## config.mk

```make
export PLATFORM = sky130hd
export DESIGN_NAME = mem_arbiter_flat
export DESIGN_NICKNAME = d
export VERILOG_FILES = /design/src/rtl/mem_pkg.sv /design/src/rtl/mem_arbiter_if.sv /design/src/rtl/rr_pick2.sv /design/src/rtl/mem_arbiter.sv /design/src/flat_wrapper.sv
export SDC_FILE = /design/constraint.sdc
export NUM_CORES = 1
export LEC_CHECK = 0
export ABC_CLOCK_PERIOD_IN_PS = 2330
export CORE_AREA = 2 2 107 109
export DETAILED_ROUTE_END_ITERATION = 12
export DIE_AREA = 0 0 109 111
export GPL_ROUTABILITY_DRIVEN = 0
export PLACE_DENSITY = 0.7
export SYNTH_ARGS = -nofsm -noshare
export SYNTH_HDL_FRONTEND = slang
export SYNTH_SLANG_ARGS = --single-unit
```

## constraint.sdc

```tcl
create_clock -name clk -period 2.33 [get_ports clk]
set_input_delay 0.699 -clock clk [delete_from_list [all_inputs] [get_ports clk]]
set_output_delay 0.699 -clock clk [all_outputs]
set_load 0.01 [all_outputs]
```

## src/rtl/mem_pkg.sv

```systemverilog
// Shared types and bus widths for the instruction/data memory arbiter.
package mem_pkg;

  localparam int unsigned ADDR_W = 32;
  localparam int unsigned DATA_W = 32;
  localparam int unsigned STRB_W = 4;

  typedef enum logic [1:0] {IDLE, GNT_I, GNT_D} arb_state_e;

  typedef enum logic {PORT_I, PORT_D} port_sel_e;

endpackage

```

## src/rtl/mem_arbiter_if.sv

```systemverilog
// Bundles the instruction port, data port and memory bus seen by the arbiter.
interface mem_arbiter_if;
  import mem_pkg::*;

  logic              i_valid;
  logic              i_ready;
  logic [ADDR_W-1:0] i_addr;
  logic [DATA_W-1:0] i_rdata;

  logic              d_valid;
  logic              d_ready;
  logic [ADDR_W-1:0] d_addr;
  logic [DATA_W-1:0] d_wdata;
  logic [STRB_W-1:0] d_wstrb;
  logic [DATA_W-1:0] d_rdata;

  logic              err;

  logic              mem_valid;
  logic              mem_ready;
  logic [ADDR_W-1:0] mem_addr;
  logic [DATA_W-1:0] mem_wdata;
  logic [STRB_W-1:0] mem_wstrb;
  logic [DATA_W-1:0] mem_rdata;

  // Arbiter side.
  modport master (
    input  i_valid, i_addr, d_valid, d_addr, d_wdata, d_wstrb, mem_ready, mem_rdata,
    output i_ready, i_rdata, d_ready, d_rdata, err,
    output mem_valid, mem_addr, mem_wdata, mem_wstrb
  );

  // Requesters and memory side.
  modport slave (
    output i_valid, i_addr, d_valid, d_addr, d_wdata, d_wstrb, mem_ready, mem_rdata,
    input  i_ready, i_rdata, d_ready, d_rdata, err,
    input  mem_valid, mem_addr, mem_wdata, mem_wstrb
  );

endinterface

```

## src/rtl/rr_pick2.sv

```systemverilog
// Two-way round-robin pick: a lone requester wins, a conflict goes to the port
// that did not hold the previous grant.
module rr_pick2
  import mem_pkg::*;
(
  input  logic      i_valid,
  input  logic      d_valid,
  input  port_sel_e last_gnt,
  output logic      any_req,
  output port_sel_e pick
);

  always_comb begin
    any_req = i_valid | d_valid;
    pick    = PORT_D;
    if (i_valid && d_valid) begin
      pick = (last_gnt == PORT_D) ? PORT_I : PORT_D;
    end else if (i_valid) begin
      pick = PORT_I;
    end
  end

endmodule

```

## src/rtl/mem_arbiter.sv

```systemverilog
// Shares one memory bus between the I-cache refill port and the data port,
// one registered grant per transaction, with a per-transaction watchdog.
module mem_arbiter
  import mem_pkg::*;
#(
  parameter int unsigned TIMEOUT_W = 8
) (
  input  logic          clk,
  input  logic          rst_n,
  mem_arbiter_if.master bus
);

  arb_state_e           state_q, state_d;
  port_sel_e            last_gnt_q, last_gnt_d;
  logic [TIMEOUT_W-1:0] wd_q, wd_d, wd_inc;
  logic                 mem_valid_q, mem_valid_d;
  logic                 any_req, granted, sel_i, sel_d, timeout, done;
  port_sel_e            pick;

  rr_pick2 u_pick (
    .i_valid  (bus.i_valid),
    .d_valid  (bus.d_valid),
    .last_gnt (last_gnt_q),
    .any_req  (any_req),
    .pick     (pick)
  );

  assign granted = (state_q != IDLE);
  assign sel_i   = (state_q == GNT_I);
  assign sel_d   = (state_q == GNT_D);
  assign wd_inc  = wd_q + 1'b1;
  // An acknowledge in the timeout cycle still counts as a normal completion.
  assign timeout = granted && !bus.mem_ready && (&wd_inc);
  assign done    = granted && (bus.mem_ready || timeout);

  always_comb begin
    state_d     = state_q;
    last_gnt_d  = last_gnt_q;
    wd_d        = wd_q;
    mem_valid_d = mem_valid_q;
    unique case (state_q)
      IDLE: begin
        if (any_req) begin
          state_d     = (pick == PORT_I) ? GNT_I : GNT_D;
          last_gnt_d  = pick;
          wd_d        = '0;
          mem_valid_d = 1'b1;
        end
      end
      GNT_I, GNT_D: begin
        if (done) begin
          state_d     = IDLE;
          mem_valid_d = 1'b0;
        end else begin
          wd_d = wd_inc;
        end
      end
      default: begin
        state_d     = IDLE;
        mem_valid_d = 1'b0;
      end
    endcase
  end

  always_ff @(posedge clk or negedge rst_n) begin
    if (!rst_n) begin
      state_q     <= IDLE;
      last_gnt_q  <= PORT_D;
      wd_q        <= '0;
      mem_valid_q <= 1'b0;
    end else begin
      state_q     <= state_d;
      last_gnt_q  <= last_gnt_d;
      wd_q        <= wd_d;
      mem_valid_q <= mem_valid_d;
    end
  end

  // Outside an I grant the bus carries the data port's fields.
  assign bus.mem_valid = mem_valid_q;
  assign bus.mem_addr  = sel_i ? bus.i_addr : bus.d_addr;
  assign bus.mem_wdata = sel_i ? '0 : bus.d_wdata;
  assign bus.mem_wstrb = sel_i ? '0 : bus.d_wstrb;

  assign bus.i_ready = sel_i && done;
  assign bus.d_ready = sel_d && done;
  assign bus.i_rdata = (sel_i && bus.mem_ready) ? bus.mem_rdata : '0;
  assign bus.d_rdata = (sel_d && bus.mem_ready) ? bus.mem_rdata : '0;
  assign bus.err     = timeout;

endmodule
```

## src/flat_wrapper.sv

```systemverilog
// flat-port wrapper written by rule: the top's interface ports become plain ports
module mem_arbiter_flat import mem_pkg::*;
#(
  parameter int unsigned TIMEOUT_W = 8
)
  (clk, rst_n, bus_i_valid, bus_i_addr, bus_d_valid, bus_d_addr, bus_d_wdata, bus_d_wstrb, bus_mem_ready, bus_mem_rdata, bus_i_ready, bus_i_rdata, bus_d_ready, bus_d_rdata, bus_err, bus_mem_valid, bus_mem_addr, bus_mem_wdata, bus_mem_wstrb);
  mem_arbiter_if bus_i ();
  input  logic clk;
  input  logic rst_n;
  input wire logic [$bits(bus_i.i_valid)-1:0] bus_i_valid;
  input wire logic [$bits(bus_i.i_addr)-1:0] bus_i_addr;
  input wire logic [$bits(bus_i.d_valid)-1:0] bus_d_valid;
  input wire logic [$bits(bus_i.d_addr)-1:0] bus_d_addr;
  input wire logic [$bits(bus_i.d_wdata)-1:0] bus_d_wdata;
  input wire logic [$bits(bus_i.d_wstrb)-1:0] bus_d_wstrb;
  input wire logic [$bits(bus_i.mem_ready)-1:0] bus_mem_ready;
  input wire logic [$bits(bus_i.mem_rdata)-1:0] bus_mem_rdata;
  output wire logic [$bits(bus_i.i_ready)-1:0] bus_i_ready;
  output wire logic [$bits(bus_i.i_rdata)-1:0] bus_i_rdata;
  output wire logic [$bits(bus_i.d_ready)-1:0] bus_d_ready;
  output wire logic [$bits(bus_i.d_rdata)-1:0] bus_d_rdata;
  output wire logic [$bits(bus_i.err)-1:0] bus_err;
  output wire logic [$bits(bus_i.mem_valid)-1:0] bus_mem_valid;
  output wire logic [$bits(bus_i.mem_addr)-1:0] bus_mem_addr;
  output wire logic [$bits(bus_i.mem_wdata)-1:0] bus_mem_wdata;
  output wire logic [$bits(bus_i.mem_wstrb)-1:0] bus_mem_wstrb;
  assign bus_i.i_valid = bus_i_valid;
  assign bus_i.i_addr = bus_i_addr;
  assign bus_i.d_valid = bus_d_valid;
  assign bus_i.d_addr = bus_d_addr;
  assign bus_i.d_wdata = bus_d_wdata;
  assign bus_i.d_wstrb = bus_d_wstrb;
  assign bus_i.mem_ready = bus_mem_ready;
  assign bus_i.mem_rdata = bus_mem_rdata;
  assign bus_i_ready = bus_i.i_ready;
  assign bus_i_rdata = bus_i.i_rdata;
  assign bus_d_ready = bus_i.d_ready;
  assign bus_d_rdata = bus_i.d_rdata;
  assign bus_err = bus_i.err;
  assign bus_mem_valid = bus_i.mem_valid;
  assign bus_mem_addr = bus_i.mem_addr;
  assign bus_mem_wdata = bus_i.mem_wdata;
  assign bus_mem_wstrb = bus_i.mem_wstrb;
  mem_arbiter #(.TIMEOUT_W(TIMEOUT_W)) u_core (.clk(clk), .rst_n(rst_n), .bus(bus_i));
endmodule
```

## Yosys cells after proc, flatten, opt, wreduce, memory -nomap -nowiden

Index checks and enable logic that the tools add are counted.

| word-level totals | value |
|---|---|
| register bits | 12 |
| input port bits | 137 |
| logic and storage cells | 47 |

| cells by class | value |
|---|---|
| add/sub/neg operators | 1 |
| eq/ne operators | 5 |
| muxes and demuxes | 18 |
| bitwise operators | 1 |
| reductions and logical operators | 18 |

Operator list:

| kind | count |
|---|---|
| $mux W32 | 4 |
| $mux W8 | 2 |
| $pmux W8 S2 | 1 |
| $add A8 B1 Y8 const B | 1 |
| $logic_and A1 B1 Y1 | 8 |
| $reduce_and A8 Y1 | 1 |
| $mux W2 | 3 |
| $mux W1 | 5 |
| $mux W4 | 1 |
| $ne A2 B1 Y1 const B | 2 |
| $pmux W2 S2 | 1 |
| $reduce_and A2 Y1 | 2 |
| $reduce_bool A2 Y1 | 2 |
| $reduce_and A3 Y1 | 1 |
| $eq A2 B1 Y1 const B | 1 |
| $eq A2 B2 Y1 const B | 1 |
| $logic_not A2 Y1 | 1 |
| $ne A2 B2 Y1 const B | 1 |
| $pmux W1 S2 | 1 |
| $reduce_or A2 Y1 | 1 |
| $logic_not A1 Y1 | 1 |
| $logic_or A1 B1 Y1 | 1 |
| $or A1 B1 Y1 | 1 |

## Longest topological paths before layout

Gate-level depths: netlist of the first run.

| logic depth | value |
|---|---|
| word-level depth | 7 |
| mapped depth | 8 |

## Hierarchy

Synthesis of the first run repeated with hierarchy kept, for this count alone.

| unflattened totals | value |
|---|---|
| cells, all modules | 254 |
| area total of the unflattened synthesis | 1,909.3 µm² |

By module, submodules not included:

| module | instances | cells an instance | area an instance (µm²) | sequential area each (µm²) |
|---|---|---|---|---|
| mem_arbiter | 1 | 251 | 1,894.3 | 301.5 |
| rr_pick2 | 1 | 3 | 15.0 | 0.0 |

## Worst setup path before layout of the first run

OpenSTA, ideal clock, no wires.

| path | value |
|---|---|
| path kind | flip-flop to output port |
| start | reg u_core.wd_q[0] |
| end | out bus_d_ready |
| arrival | 1,809 ps |
| data required time | 1,631 ps |
| path slack | -178 ps |
| stages on the path, launching flop included | 8 |
| buffers on the path | 0 |
| cell sequence | dfrtp_1 -> ha_1 -> nand3_2 -> or3_4 -> a211oi_4 -> nor2_1 -> nor2_1 -> and2_1 |

| on the way | value |
|---|---|
| word-level cells in the longest chain between the ends | 6 |

Ends and longest elaborated chain:

| item | RTL line | RTL |
|---|---|---|
| start, declared | mem_arbiter.sv:15 | `logic [TIMEOUT_W-1:0] wd_q, wd_d, wd_inc;` |
| start signal, assigned | mem_arbiter.sv:74 | `wd_q <= wd_d;` |
| $add A8 B1 Y8 | mem_arbiter.sv:31 | `assign wd_inc = wd_q + 1'b1;` |
| $reduce_and A8 Y1 | mem_arbiter.sv:33 | `assign timeout = granted && !bus.mem_ready && (&wd_inc);` |
| $logic_and A1 B1 Y1 | mem_arbiter.sv:33 |  |
| net bus_err | flat_wrapper.sv:22 | `output wire logic [$bits(bus_i.err)-1:0] bus_err;` |
| $logic_or A1 B1 Y1 | mem_arbiter.sv:34 | `assign done = granted && (bus.mem_ready \|\| timeout);` |
| $logic_and A1 B1 Y1 | mem_arbiter.sv:34 |  |
| $logic_and A1 B1 Y1 | mem_arbiter.sv:86 | `assign bus.d_ready = sel_d && done;` |
| end, declared | flat_wrapper.sv:20 | `output wire logic [$bits(bus_i.d_ready)-1:0] bus_d_ready;` |

The timed path passes the listed nets, and every way through them passes these cells.

## Worst setup path in the final report of the first run

| path | value |
|---|---|
| start | reg u_core.wd_q[1] |
| end | out bus_d_ready |

| on the way | value |
|---|---|
| word-level cells in the longest chain between the ends | 6 |

Ends and longest elaborated chain:

| item | RTL line |
|---|---|
| $add A8 B1 Y8 | mem_arbiter.sv:31 |
| $reduce_and A8 Y1 | mem_arbiter.sv:33 |
| $logic_and A1 B1 Y1 | mem_arbiter.sv:33 |
| $logic_or A1 B1 Y1 | mem_arbiter.sv:34 |
| $logic_and A1 B1 Y1 | mem_arbiter.sv:34 |
| $logic_and A1 B1 Y1 | mem_arbiter.sv:86 |

Every way passes these cells.

==> results of run 1 <==
## worst paths after layout
path | to | slack, ns | cells past startpoint
worst max-delay path | bus_d_ready | -0.39 | 8
worst min-delay path | u_core.bus.mem_valid | 0.51 | 2
worst max register to register | u_core.wd_q[5] | 0.11 | 8
worst min register to register | u_core.bus.mem_valid | 0.51 | 2
max in group asynchronous | u_core.wd_q[0] | 1.10 | 1
min in group asynchronous | u_core.wd_q[2] | 0.83 | 1
## power by group
| part | internal, uW | switching, uW | leakage, uW | total (uW) |
|---|---|---|---|---|
| clock network | 231 | 97.8 | 0.0000382 | 329 |
| registers | 301 | 77.4 | 0.000153 | 378 |
| logic | 2270 | 1670 | 0.00275 | 3940 |
## worst register-to-register path, cell delays in order, from the launching register on
cell	delay [ns]
dfrtp_2	0.42
ha_4	0.18
nand3_4	0.08
or3_4	0.39
a211oi_4	0.22
buf_4	0.17
nor4_1	0.05
or4b_1	0.51
o31ai_1	0.09
## placed cells by master, fill, tap and decap left out, types with 6 or more instances in the layout
cell type,netlist,layout
clkdlybuf4s50_1,0,131
and3_1,66,65
buf_6,0,58
buf_2,1,56
buf_4,0,39
mux2_4,0,29
clkbuf_2,0,24
nor2b_1,38,18
nor2b_4,0,14
buf_12,0,10
nor2_1,10,9
dfrtp_1,11,9
dlymetal6s2s_1,0,7
nor2b_2,0,6
nand2_1,6,6
o21ai_1,7,6
clkbuf_16,0,6
## area by class of cell
cell class                      count  area, um2
Clock buffer                        4      78.83
Inverter                            4      15.01
Multi-Input combinational cell    201       1770
Fill cell                        1017       5532
Sequential cell                    12      304.0
Tap cell                          143      178.9
Timing Repair Buffer              340       3198
## metal layers
| layer | up-vias | share of wire (%) | global-route usage, % |
|---|---|---|---|
| li1 | 1498 | - | - |
| met1 | 1521 | 37 | 23.57 |
| met2 | 154 | 50 | 36.27 |
| met3 | 13 | 13 | 9.406 |
| met4 | 0 | 0.63 | 1.966 |
| met5 | - | 0 | 0 |
## timing repair
action                     4_1_cts  5_1_grt
pin swaps                        9        8
cloned                           4        3
buffers inserted                13       16
resized for setup              492      175
setup endpoints to repair      142       96
## per-stage QoR
stage | worst slack, ns | cells | hold WS [ns]
2_1_floorplan | -0.1063 | 240 | 0.4034
3_3_place_gp | -1.165 | 666 | 0.4984
3_5_place_dp | -1.194 | 666 | 0.5007
4_1_cts | -0.4560 | 687 | 0.5103
5_1_grt | -0.4919 | 704 | 0.5451
6_report | -0.3870 | 704 | 0.5072
## registers in the layout (all words and copies together), names as in the netlist
| name | count |
|---|---|
| u_core.bus.mem_valid | 1 |
| u_core.last_gnt_q | 1 |
| u_core.state_q | 2 |
| u_core.wd_q | 8 |
## cell families (layout without fill, tap and decap cells)
group	count (synthesis)	count (layout)	share of synthesized area, %
flip-flops	12	12	16.31
adder cells (fa/ha/maj)	5	5	3.383
XOR/XNOR	2	2	0.9474
multiplexers	32	32	19.49
buffers and inverters	27	348	5.548
AO/OA/AOI/OAI	28	28	10.55
AND/OR/NAND/NOR	134	134	43.78
==> summary.md, run 1 <==
| Metric | Value |
|---|---|
| Status | `complete, but fails checks` |
| Failing checks | `negative setup slack` |
| TritonCTS clock tree | `built` |
| Clk buf depth | `2` |
| CP Launch Type | `register` |
| # IOs | `273` |
| Reg clk slew, reported paths | `0.05 ns` |
| Final Worst Setup Slack | `-0.3870 ns` |
| Vias | `3186` |
| Worst r2r src | `u_core.wd_q[1]` |
| Synth top cells by count | `and3_1 (66), nor2b_1 (38), mux2_2 (32)` |
| Core ar. | `11080 um2` |
| Die Height | `111 um` |
| Critical path's top delay family | `simple AND/OR/NAND/NOR gates` |
| Yosys cell types | `36` |
| Worst Path Max Fanout | `5` |
| Layout cells sized above 1 | `48.31%` |
| Register area share after synthesis | `16.31%` |
| H-tree depth | `1` |
| Maximum vdd drop | `0.5921 mV` |
| Final #Nets | `704` |
| Critical path startpoint | `u_core.wd_q[1]` |
| Crit path DAT | `2.02 ns` |
| Hold wc startpoint | `u_core.bus.mem_valid` |
| Achievable Freq | `368.1 MHz` |
| Max-Slew Margin vs Limit | `61.67%` |
| Total grt overflow | `0` |
| Clock Sinks | `12` |
| Die W | `109 um` |
| Post-DRT Antenna Nets | `0` |
| Mapped Cells | `240` |
| Post-synth EDFFs | `0` |
| Full die area | `12100 um2` |
| Setup violators final | `44` |
| First-pass GRT wire length | `18900 um` |
| Tightest Pin Transition | `0.5732 ns` |
| Clock Skews | `0.002305 ns` |
| Synth Flop Type | `dfrtp_1` |
| Top-count cell post-synth | `and3_1` |
| Post-DR wirelength/cell | `20.11 um` |
| Crit path time final | `2.717 ns` |
| Initial Util | `16.69%` |
| LEAKAGE | `0.002941 uW` |
| Crit. End Element | `primary output` |
| Vias in the first global route | `3176` |
| Final instance area | `5545 um2` |
| Unrepaired setup endpoints after global routing | `true` |
| Final Hold Violating Endpoints | `0` |
| Placed Instance Area | `5006 um2` |
| Number of vias per cell | `4.526` |
| Final WL | `14160 um` |
| Total track usage | `20.68%` |
| Syn. warnings | `0` |
| Row count | `39` |
| Drt pass-1 iters | `4` |
| Detailed-placement wirelength estimate | `10390 um` |
| CP max stage cell | `dfrtp_2` |
| CTS Buf Count | `3` |
| Worst-path cell chain | `ha_4 > nand3_4 > or3_4 > a211oi_4 > nor2_1 > nor2_2 > and2_1 > buf_2` |
| Syn Nets | `382` |
| Largest net degree at the start of global routing | `68` |
| PwrDens | `837.5 nW/um2` |
| Max-slew violations | `0` |
| Layout area overhead | `199.9%` |
| Synth area leader | `and3_1` |
| Initial antenna violation count | `1` |
| Synth top area share | `22.33%` |
| Crit-path max cell delay | `0.42 ns` |
| CP Buf/Inv Count | `1` |
| Critical Path RT | `1.63 ns` |
| Mapped Avg Cell Area | `7.705 um2` |
| Worst skew pair latency | `0.24 ns` |
| Diode count | `0` |
| CTS Root Buffer Type | `clkbuf_16` |
| CP Class | `register to primary output` |
| Ranking of synthesized cells by area | `and3_1 (22%), mux2_2 (19%), dfrtp_1 (15%)` |
| Final Core Density | `50.06%` |
| Port Buf Inserts | `272` |
| Ys async rst share | `100.0%` |
| Fin crit share | `116.6%` |
| Cell area after synthesis | `1849 um2` |
| Hold buffers post-CTS | `0` |
| Total power | `4644 uW` |
| Residual DRC | `0` |
| Maximum Capacitance Violations | `0` |
| Initial DRC Count | `224` |
| Setup_tns | `-5.723 ns` |
| Tightest Hold Check Type | `register to register` |
| FF+latch count, synth | `12` |
(Power assumes the default switching activity.)
==> inputs of run 2 (changes only) <==
Settings changed: ABC_AREA from default to 1, CORE_AREA 2 2 107 109 to 2 2 106 108, DIE_AREA 0 0 109 111 to 0 0 108 110, PLACE_DENSITY 0.7 to 0.72, REMOVE_ABC_BUFFERS from default to 1, SETUP_SLACK_MARGIN from default to 0.1.
==> run 2 against run 1 <==
Synthesized cell count grew 70%. Sequential cell count did not move. Critical path depth up 1. Register-to-register slack gained 0.36 ns. Utilization rose by 12 points. The run still ends with negative setup slack left. Clock power shrank 38%. Hold slack worse by 0.029 ns. Cell count up 23%.
==> summary.md, run 2 <==
| Metric | Value |
|---|---|
| Residual DRC | `0 (unchanged)` |
| Top reg by flops | `u_core.wd_q` |
| Max-Slew Margin vs Limit | `60.64% (-1.0 points)` |
| Critical path's top delay family | `buffers and inverters` |
| LEAKAGE | `0.003239 uW (+10%)` |
| Number of vias per cell | `4.261 (-5.8%)` |
| Clk buf depth | `2 (unchanged)` |
| CTS Root Buffer Type | `clkbuf_8` |
| Worst Path Max Fanout | `8 (+3)` |
| Max-slew violations | `0 (unchanged)` |
| Layout area overhead | `240.1%` |
| Final #Nets | `872 (+24%)` |
| Total power | `3938 uW (-15%)` |
| Post-DR wirelength/cell | `16.61 um (-17%)` |
| Synth top area share | `26.71% (+4.4 points)` |
| Maximum Capacitance Violations | `0 (unchanged)` |
| # IOs | `273 (unchanged)` |
| CTS Buf Count | `3 (unchanged)` |
| Status | `complete, but fails checks` |
| Achievable Freq | `410.2 MHz (+11%)` |
| Largest net degree at the start of global routing | `26 (-62%)` |
| Worst-path cell chain | `buf_6 > ha_4 > buf_6 > buf_6 > nand2_8 > buf_12 > buf_6 > nor2_4 > buf_6` |
| Setup_tns | `-1.027 ns (+4.696 ns)` |
| Commonest non-fill, non-tap cell in the layout | `clkdlybuf4s50_1` |
| Worst skew pair latency | `0.25 ns (about the same)` |
| Initial DRC Count | `168 (-25%)` |
| Setup violators final | `32 (-27%)` |
| CP Buf/Inv Count | `6 (+5)` |
| Full die area | `11880 um2 (-1.8%)` |
| Synth Flop Type | `dfrtp_1` |
| Hold buffers post-CTS | `0 (unchanged)` |
| Setup slack after placement | `-0.7232 ns (+0.4706 ns)` |
| Die W | `108 um (-0.92%)` |
| Mapped Avg Cell Area | `4.765 um2 (-38%)` |
| Final instance area | `6595 um2 (+19%)` |
| Total track usage | `18.90% (-1.8 points)` |
| Maximum vdd drop | `0.6858 mV (+16%)` |
| Final Hold Violating Endpoints | `0 (unchanged)` |
| Tightest Pin Transition | `0.5885 ns (+0.01535 ns)` |
| Synth top cells by count | `nand2_1 (138), nor2_1 (111), inv_1 (91)` |
| Clock Sinks | `12 (unchanged)` |
| Synth area leader | `nand2_1` |
| Initial Util | `18.13% (+1.4 points)` |
| Top cell by count, worst path | `buf_6` |
| Crit-path max cell delay | `0.40 ns (-0.02 ns)` |
| Drt pass-1 iters | `4 (unchanged)` |
| Critical Path RT | `1.63 ns (about the same)` |
| Yosys cell types | `21 (-42%)` |
| Layout cells sized above 1 | `52.81% (+4.5 points)` |
| Crit. End Element | `primary output` |
| TritonCTS clock tree | `built` |
| Failing checks | `negative setup slack` |
| Clock Skews | `0.006637 ns (+0.004333 ns)` |
| Vias in the first global route | `3333 (+4.9%)` |
| Placed Instance Area | `4990 um2 (-0.32%)` |
| Top-count cell post-synth | `nand2_1` |
| Crit path DAT | `1.74 ns (-0.28 ns)` |
| Die Height | `110 um (-0.90%)` |
| Tightest Hold Check Type | `register to register` |
| Fin crit share | `104.6% (-12 points)` |
| Register area share after synthesis | `15.55% (-0.76 points)` |
| Initial antenna violation count | `0 (-1)` |
| PwrDens | `597.1 nW/um2 (-29%)` |
| FF+latch count, synth | `12 (unchanged)` |
| Post-DRT Antenna Nets | `0 (unchanged)` |
| Ranking of synthesized cells by area | `nand2_1 (27%), nor2_1 (21%), inv_1 (18%)` |
| CP max stage cell | `dfrtp_1` |
| Crit path time final | `2.438 ns (-0.2791 ns)` |
| First-pass GRT wire length | `17660 um (-6.5%)` |
| Diode count | `0 (unchanged)` |
| H-tree depth | `1 (unchanged)` |
| Syn. warnings | `0 (unchanged)` |
| Post-synth EDFFs | `0 (unchanged)` |
| Unrepaired setup endpoints after global routing | `true` |
| Core ar. | `10700 um2 (-3.4%)` |
| Top flop regs | `u_core.wd_q (8), u_core.state_q (2)` |
| CP Class | `register to primary output` |
| Row count | `38 (-2.6%)` |
| Most frequent cells in the layout | `clkdlybuf4s50_1 (135), buf_6 (113), inv_1 (83)` |
| Max FFs per register | `8 (unchanged)` |
| Cell area after synthesis | `1939 um2 (+4.9%)` |
| Final WL | `14430 um (+1.9%)` |
| Vias | `3703 (+16%)` |
| Detailed-placement wirelength estimate | `8946 um (-14%)` |
| CP Launch Type | `register` |
| Mapped Cells | `407 (+70%)` |
| Port Buf Inserts | `272 (unchanged)` |
| Ys async rst share | `100.0% (unchanged)` |
| Final Worst Setup Slack | `-0.1079 ns (+0.2791 ns)` |
| Reg clk slew, reported paths | `0.05 ns (about the same)` |
| Total grt overflow | `0 (unchanged)` |
-- run 2: cell types whose count changed after synthesis, sizes merged, moves of 3 or more --
cell    before  now
nand2        6  143
nor2        10  112
inv          4   91
and3        66    0
nor2b       38    0
mux2        32    0
clkbuf      21   16
nand3        4    9
a22o         4    0
o31ai        3    0
-- run 2: worst paths after layout --
path / endpoint / cells after the start / from / slack, ns
setup / recovery: bus_i_rdata[27] / 9 / u_core.state_q[0] / -0.11
setup reg to reg: u_core.wd_q[0] / 7 / u_core.state_q[0] / 0.47
hold / removal: u_core.bus.mem_valid / 2 / u_core.bus.mem_valid / 0.48
hold reg to reg: u_core.bus.mem_valid / 2 / u_core.bus.mem_valid / 0.48
max in group asynchronous: u_core.wd_q[0] / 1 / rst_n / 1.09
min in group asynchronous: u_core.wd_q[3] / 1 / rst_n / 0.83
-- run 2: worst reg2reg max path: cells and delay by family (launching register included) --
kind,cells,cell delay (ns)
DFF,1,0.39
buffers and inverters,2,0.17
adders and majority gates,1,0.50
AOI/OAI and AO/OA,2,0.36
and+or+nand+nor,2,0.34
-- run 2: power breakdown --
part / switching (uW) / total [uW] / internal, uW
clock network: 82.5 / 203 / 121
registers: 39.1 / 301 / 262
logic: 1680 / 3430 / 1750
-- run 2: what timing repair did --
| action | CTS | global route |
|---|---|---|
| endpoints found under the setup margin | 135 | 135 |
| setup buffers | 19 | 12 |
| gates resized for setup | 616 | 348 |
| pin swaps | 15 | 81 |
| cloned | 8 | 11 |
-- run 2: per-layer routing --
metal,global-route usage (%),up-vias,wire [um]
li1,-,1802,-
met1,22.20,1750,5254
met2,36.30,129,8056
met3,3.175,22,824
met4,3.297,0,297
met5,0,-,0
-- run 2: area by class of cell --
class / count / area (um2)
multi-input cells: 285 / 2151
well taps: 140 / 175.2
repair buffers: 337 / 3565
clock buffers: 4 / 45.04
inverters: 91 / 354.1
fillers: 866 / 4103
flip-flops and latches: 12 / 305.3
-- run 2: stage by stage --
stage	utilization [%]	instances	hold slack, ns
global route	61.65	869	0.5281
global placement	46.64	825	0.4649
detailed placement	46.64	825	0.4685
CTS	48.04	855	0.4821
floorplan	-	388	0.4034
finish	61.65	869	0.4782
-- run 2: kinds of logic (layout without fill, tap and decap cells) --
group | Yosys count | in the layout | share of synthesized area, %
simple gates | 266 | 266 | 53.61
buf+inv | 110 | 432 | 22.13
compound gates | 13 | 13 | 5.033
flops | 12 | 12 | 15.55
fa+ha+maj | 5 | 5 | 3.226
xor+xnor | 1 | 1 | 0.4517
